--- src/rtl/paddle_input.sv ---
// Paddle position from up/down buttons (IDLE/SLOW/FAST acceleration), updated once per frame.
// Define PADDLE_ANALOG_EN to compile in the slew-limited analog stick path.
module paddle_input #(
   parameter logic [7:0] VPOS_MIN     = 8'd0,
   parameter logic [7:0] VPOS_MAX     = 8'd223,
   parameter logic [7:0] SPEED_SLOW   = 8'd2,
   parameter logic [7:0] SPEED_FAST   = 8'd6,
   parameter int         ACCEL_FRAMES = 8
) (
   input  logic       clk,
   input  logic       _reset,
   input  logic       vblank,
   input  logic       btn_up,
   input  logic       btn_down,
   input  logic       use_analog,
   input  logic [7:0] analog_val,
   output logic [7:0] paddle_vpos,
   output logic       moved
);

   typedef enum logic [1:0] {IDLE = 2'd0, SLOW = 2'd1, FAST = 2'd2} state_t;
   typedef enum logic [1:0] {DIR_NONE = 2'd0, DIR_UP = 2'd1, DIR_DOWN = 2'd2} dir_t;

   localparam logic [8:0] POS_SUM   = {1'b0, VPOS_MIN} + {1'b0, VPOS_MAX};
   localparam logic [7:0] RESET_POS = POS_SUM[8:1];
   localparam logic [7:0] ACCEL_N   = ACCEL_FRAMES[7:0];

   logic       up_meta_r, up_sync_r, down_meta_r, down_sync_r;
   logic       vblank_d_r, armed_r, strobe_r;
   state_t     state_r, state_nx_s;
   dir_t       dir_r, dir_nx_s, dir_s;
   logic [7:0] cnt_r, cnt_nx_s;
   logic [8:0] cnt_inc_s;
   logic [7:0] pos_r, pos_nx_s;
   logic       moved_r;
   logic       analog_en_s;
   logic [7:0] analog_pos_s;

   // 9-bit step with saturation into [VPOS_MIN, VPOS_MAX]; bit 8 of the difference is the borrow.
   function automatic logic [7:0] step_pos(input logic [7:0] pos, input logic [7:0] step,
                                           input logic up);
      logic [8:0] sum;
      if (up) begin
         sum = {1'b0, pos} - {1'b0, step};
         if (sum[8] || (sum[7:0] < VPOS_MIN)) step_pos = VPOS_MIN;
         else                                 step_pos = sum[7:0];
      end else begin
         sum = {1'b0, pos} + {1'b0, step};
         if (sum > {1'b0, VPOS_MAX}) step_pos = VPOS_MAX;
         else                        step_pos = sum[7:0];
      end
   endfunction

   // Button synchronizers and vblank rising-edge strobe; armed_r blocks a strobe until vblank has been low.
   always_ff @(posedge clk or negedge _reset) begin
      if (!_reset) begin
         up_meta_r   <= 1'b0;
         up_sync_r   <= 1'b0;
         down_meta_r <= 1'b0;
         down_sync_r <= 1'b0;
         vblank_d_r  <= 1'b0;
         armed_r     <= 1'b0;
         strobe_r    <= 1'b0;
      end else begin
         up_meta_r   <= btn_up;
         up_sync_r   <= up_meta_r;
         down_meta_r <= btn_down;
         down_sync_r <= down_meta_r;
         vblank_d_r  <= vblank;
         armed_r     <= armed_r | ~vblank;
         strobe_r    <= vblank & ~vblank_d_r & armed_r;
      end
   end

   // Direction from the synchronized buttons; both pressed cancels out.
   always_comb begin
      dir_s = DIR_NONE;
      if (up_sync_r && !down_sync_r)      dir_s = DIR_UP;
      else if (down_sync_r && !up_sync_r) dir_s = DIR_DOWN;
      else                                dir_s = DIR_NONE;
   end

`ifdef PADDLE_ANALOG_EN
   logic [7:0] target_raw_s, target_s, gap_s, slew_s;

   assign analog_en_s = use_analog;

   // Analog target in offset binary, clamped, approached by at most SPEED_FAST per frame.
   always_comb begin
      target_raw_s = analog_val ^ 8'h80;
      target_s     = target_raw_s;
      gap_s        = 8'd0;
      slew_s       = 8'd0;
      analog_pos_s = pos_r;
      if (target_raw_s > VPOS_MAX)      target_s = VPOS_MAX;
      else if (target_raw_s < VPOS_MIN) target_s = VPOS_MIN;
      else                              target_s = target_raw_s;
      if (target_s > pos_r) gap_s = target_s - pos_r;
      else                  gap_s = pos_r - target_s;
      if (gap_s > SPEED_FAST) slew_s = SPEED_FAST;
      else                    slew_s = gap_s;
      if (target_s > pos_r) analog_pos_s = pos_r + slew_s;
      else                  analog_pos_s = pos_r - slew_s;
   end
`else
   logic unused_analog_s;

   assign analog_en_s     = 1'b0;
   assign analog_pos_s    = pos_r;
   assign unused_analog_s = ^{use_analog, analog_val};
`endif

   // Per-frame next state, hold counter, direction memory and position.
   always_comb begin
      state_nx_s = state_r;
      dir_nx_s   = dir_r;
      cnt_nx_s   = cnt_r;
      pos_nx_s   = pos_r;
      cnt_inc_s  = {1'b0, cnt_r} + 9'd1;
      if (strobe_r) begin
         if (analog_en_s) begin
            state_nx_s = IDLE;
            dir_nx_s   = DIR_NONE;
            cnt_nx_s   = 8'd0;
            pos_nx_s   = analog_pos_s;
         end else if (dir_s == DIR_NONE) begin
            state_nx_s = IDLE;
            dir_nx_s   = DIR_NONE;
            cnt_nx_s   = 8'd0;
         end else begin
            dir_nx_s = dir_s;
            case (state_r)
               SLOW: begin
                  pos_nx_s = step_pos(pos_r, SPEED_SLOW, dir_s == DIR_UP);
                  if (dir_s != dir_r) begin
                     cnt_nx_s = 8'd1;
                  end else if (cnt_inc_s >= {1'b0, ACCEL_N}) begin
                     state_nx_s = FAST;
                     cnt_nx_s   = ACCEL_N;
                  end else begin
                     cnt_nx_s = cnt_inc_s[7:0];
                  end
               end
               FAST: begin
                  if (dir_s == dir_r) begin
                     pos_nx_s = step_pos(pos_r, SPEED_FAST, dir_s == DIR_UP);
                  end else begin
                     state_nx_s = SLOW;
                     cnt_nx_s   = 8'd1;
                     pos_nx_s   = step_pos(pos_r, SPEED_SLOW, dir_s == DIR_UP);
                  end
               end
               default: begin
                  state_nx_s = SLOW;
                  cnt_nx_s   = 8'd1;
                  pos_nx_s   = step_pos(pos_r, SPEED_SLOW, dir_s == DIR_UP);
               end
            endcase
         end
      end else begin
         pos_nx_s = pos_r;
      end
   end

   // State, position and the one-cycle moved pulse.
   always_ff @(posedge clk or negedge _reset) begin
      if (!_reset) begin
         state_r <= IDLE;
         dir_r   <= DIR_NONE;
         cnt_r   <= 8'd0;
         pos_r   <= RESET_POS;
         moved_r <= 1'b0;
      end else begin
         state_r <= state_nx_s;
         dir_r   <= dir_nx_s;
         cnt_r   <= cnt_nx_s;
         pos_r   <= pos_nx_s;
         moved_r <= strobe_r && (pos_nx_s != pos_r);
      end
   end

   assign paddle_vpos = pos_r;
   assign moved       = moved_r;

endmodule

--- config.mk ---
export PLATFORM = sky130hd
export DESIGN_NAME = paddle_input
export DESIGN_NICKNAME = d
export VERILOG_FILES = /design/src/rtl/paddle_input.sv
export SDC_FILE = /design/constraint.sdc
export NUM_CORES = 1
export LEC_CHECK = 0
export CELL_PAD_IN_SITES_DETAIL_PLACEMENT = 1
export CELL_PAD_IN_SITES_GLOBAL_PLACEMENT = 1
export CORE_MARGIN = 4
export CORE_UTILIZATION = 40
export CTS_CLUSTER_SIZE = 24
export DETAILED_ROUTE_END_ITERATION = 7
export GPL_ROUTABILITY_DRIVEN = 0
export PLACE_DENSITY = 0.86
export RECOVER_POWER = 25
export SETUP_SLACK_MARGIN = 0.2
export SLEW_MARGIN = 20
export SYNTH_ARGS = -nofsm -noshare
export SYNTH_HDL_FRONTEND = slang
export SYNTH_SLANG_ARGS = --single-unit
--- constraint.sdc ---
create_clock -name clk -period 3 [get_ports clk]
set_input_delay 0.3 -clock clk [delete_from_list [all_inputs] [get_ports clk]]
set_output_delay 0.3 -clock clk [all_outputs]
set_load 0.02 [all_outputs]
==> flow_summary.toml <==
[status]
status = "finished clean"

[setup_path]
rr_startpoint = "paddle_vpos[1]"
arrival_ns = 3.16
crit_slowest_cell = "nor4_4"
crit_chain = "inv_6, ha_4, or3b_1, a211o_1, a211oi_2, a32oi_2, nor4_4, a21oi_2, mux2_4, a41o_1, o2111ai_1"
path_max_fanout = 4
start_kind = "flop"
critPathLaunch = "paddle_vpos[1]"
crit_path_end_kind = "flop"
crit_type = "flop to flop"
required_ns = 3.20
critPathMaxStageDelay_ns = 0.47

[timing]
maxSlewViolCount = 0
finalCritPeriodShare_pct = 98.80
fin_ws_ns = 0.03613
max_slew.worst_pin.slew_ns = 1.491
setup_viol = 0
min_period_ns = 2.964
hold_viol = 0
finClkSkew_ns = 0.009182
max_slew_margin_pct = 0.6182
rsz0062_at_grt = "yes"
fmax_ghz = 0.3374

[yosys]
synth_area_um2 = 2449
synthTopCellsByArea = "dfrtp_1 (22%), dfstp_2 (6.4%), ha_1 (4.1%), nor2_1 (4.0%), o21ai_0 (3.7%)"
yosysUniqueCellTypes = 75
synth_top_area_share_pct = 22.48
yosysSeqAreaShare_pct = 28.92
syn_avg_cell_area_um2 = 8.652
synth_edf_count = 0
ys_seq_elements = 28
synthCells = 283
synthArstFlopShare_pct = 100.0
synth_area_leader_cell = "dfrtp_1"
synth_top_flop_cell = "dfrtp_1"
yosys_warnings = 0
synth_fp_nets = 305

[route]
wire_per_inst_um = 19.60
firstDrtPassIters = 4
drt_iter0_markers = 199
drc = 0
vias = 2375
via_per_inst = 6.283
antenna_left = 0
wirelength_um = 7408

[clock_network]
cts_tree = "built"
ctsHoldBuffers = 0
cts_root_buf = "clkbuf_8"
path_clk_slew_ns = 0.10
htreeDepth = 1
cts.sinks = 28
clk_latency_ns = 0.28
numCtsBuffers = 3
clockBufferDepth = 2

[finish]
area_growth_pct = 15.89
final_cell_mix = "nor2_1 (25), nand2_1 (24), buf_4 (24), dfrtp_1 (21), o21ai_0 (17)"
final_util_pct = 47.93
antenna_cells = 0
fillerInstances = 714
drive_gt1_share_pct = 24.09
nets = 326
mostFrequentLayoutCell = "nor2_1"
instances_no_fill = 378

[grt]
first_global_vias = 2493
antenna_found_initial = 0
grt_max_degree = 34
grt-ovfl-total = 0
grt.total_usage_pct = 20.47
grt_pass1_wl_um = 12290

[floorplan]
start_util_pct = 41.36
coreArea_um2 = 5921
die_w_um = 86.24
die_h_um = 86.24
io_pins = 23
die_area_um2 = 7437
row_count = 28

[placement]
placed_cells = 370
dp_hpwl_um = 5171
portBuffers = 13
pre_cts_slack_ns = 0.03083

[min_path]
hold_path.startpoint = "down_meta_r"
hold_path_class = "flop to flop"

[flow_run]
maxCapViolCount = 0

[power_and_ir_drop]
vdd_drop_max_v = 0.0006042
leakagePower_uw = 0.001139
power_density_nw_per_um2 = 935.4
logic make-up (layout without fill, tap and decap cells):
| logic type | count (synthesis) | count (layout) | synth area share, % |
|---|---|---|---|
| simple gates | 110 | 110 | 25.40 |
| flops | 28 | 28 | 28.92 |
| fa+ha+maj | 9 | 9 | 4.497 |
| compound gates | 89 | 89 | 26.01 |
| buf+inv | 33 | 53 | 9.402 |
| mux | 7 | 7 | 3.270 |
| xor+xnor | 7 | 7 | 2.504 |
final timing paths:
path	to	slack, ns	cells after the start
max	moved	0.04	11
min	down_sync_r	0.35	0
max reg2reg	moved	0.04	11
min reg2reg	down_sync_r	0.35	0
max in group asynchronous	paddle_vpos[4]	1.14	2
min in group asynchronous	cnt_r[4]	0.90	2
area by class of cell:
class,instances,area [um2],share of cell area [%]
clock buffers,4,55.05,1.940
inverters,11,51.30,1.808
multi-input cells,222,1614,56.88
flip-flops and latches,28,709.4,25.00
well taps,75,93.84,3.307
repair buffers,38,314.1,11.07
routing by layer:
layer	vias to the layer above	share of wire (%)	track usage, %
met5	-	0	0
li1	1093	-	-
met4	0	4.4	10.20
met3	24	5.2	2.186
met2	79	50	35.04
met1	1179	40	25.58
synth_stat cells, drive strengths merged (4+ instances only):
cell type and count:
nand2 24, dfrtp 22, o21ai 20, xnor2 5, inv 11, ha 8, nor4 5, buf 10
nor3b 6, nor3 8, o2111ai 4, nand3 11, a32oi 5, mux2 5, a211oi 5, nor2 26
and3 5, a31oi 7, and2 6, clkbuf 12, dfstp 6, a21oi 15
timing repair:
| item | 4_1_cts | 5_1_grt |
|---|---|---|
| setup buffers | 3 | 1 |
| pin swaps | 3 | 4 |
| gates resized for setup | 4 | 13 |
| setup endpoints to repair | 2 | 4 |
critical path: cells and delay by family, from the launching register on:
family	cells	cell delay [ns]
AOI/OAI and AO/OA	6	1.09
and+or+nand+nor	2	0.82
DFF	1	0.42
muxes	1	0.32
adders and majority gates	1	0.15
buffers and inverters	1	0.08
power breakdown:
part	switching [uW]	total, uW	leakage [uW]	internal, uW
logic	1010	1760	0.000774	750
clock network	123	240	0.0000288	118
registers	178	656	0.000337	478
total	1310	2650	0.00114	1350
flip-flops by register name (all words and copies together), names as in the netlist:
name         cells
moved            1
down_meta_r      1
vblank_d_r       1
armed_r          1
dir_r            2
up_sync_r        1
down_sync_r      1
paddle_vpos      8
up_meta_r        1
state_r          2
cnt_r            8
strobe_r         1
metrics by stage:
stage,instance area [um2],hold slack (ns),power [uW],setup TNS [ns]
2_1_floorplan,2500,0.004409,1786,0
3_3_place_gp,2683,0.3312,2156,0
3_5_place_dp,2683,0.3358,2212,0
4_1_cts,2785,0.3602,2537,0
5_1_grt,2838,0.3702,2833,-0.08161
6_report,2838,0.3543,2654,0
No activity file was read; power rests on OpenSTA's default activity.
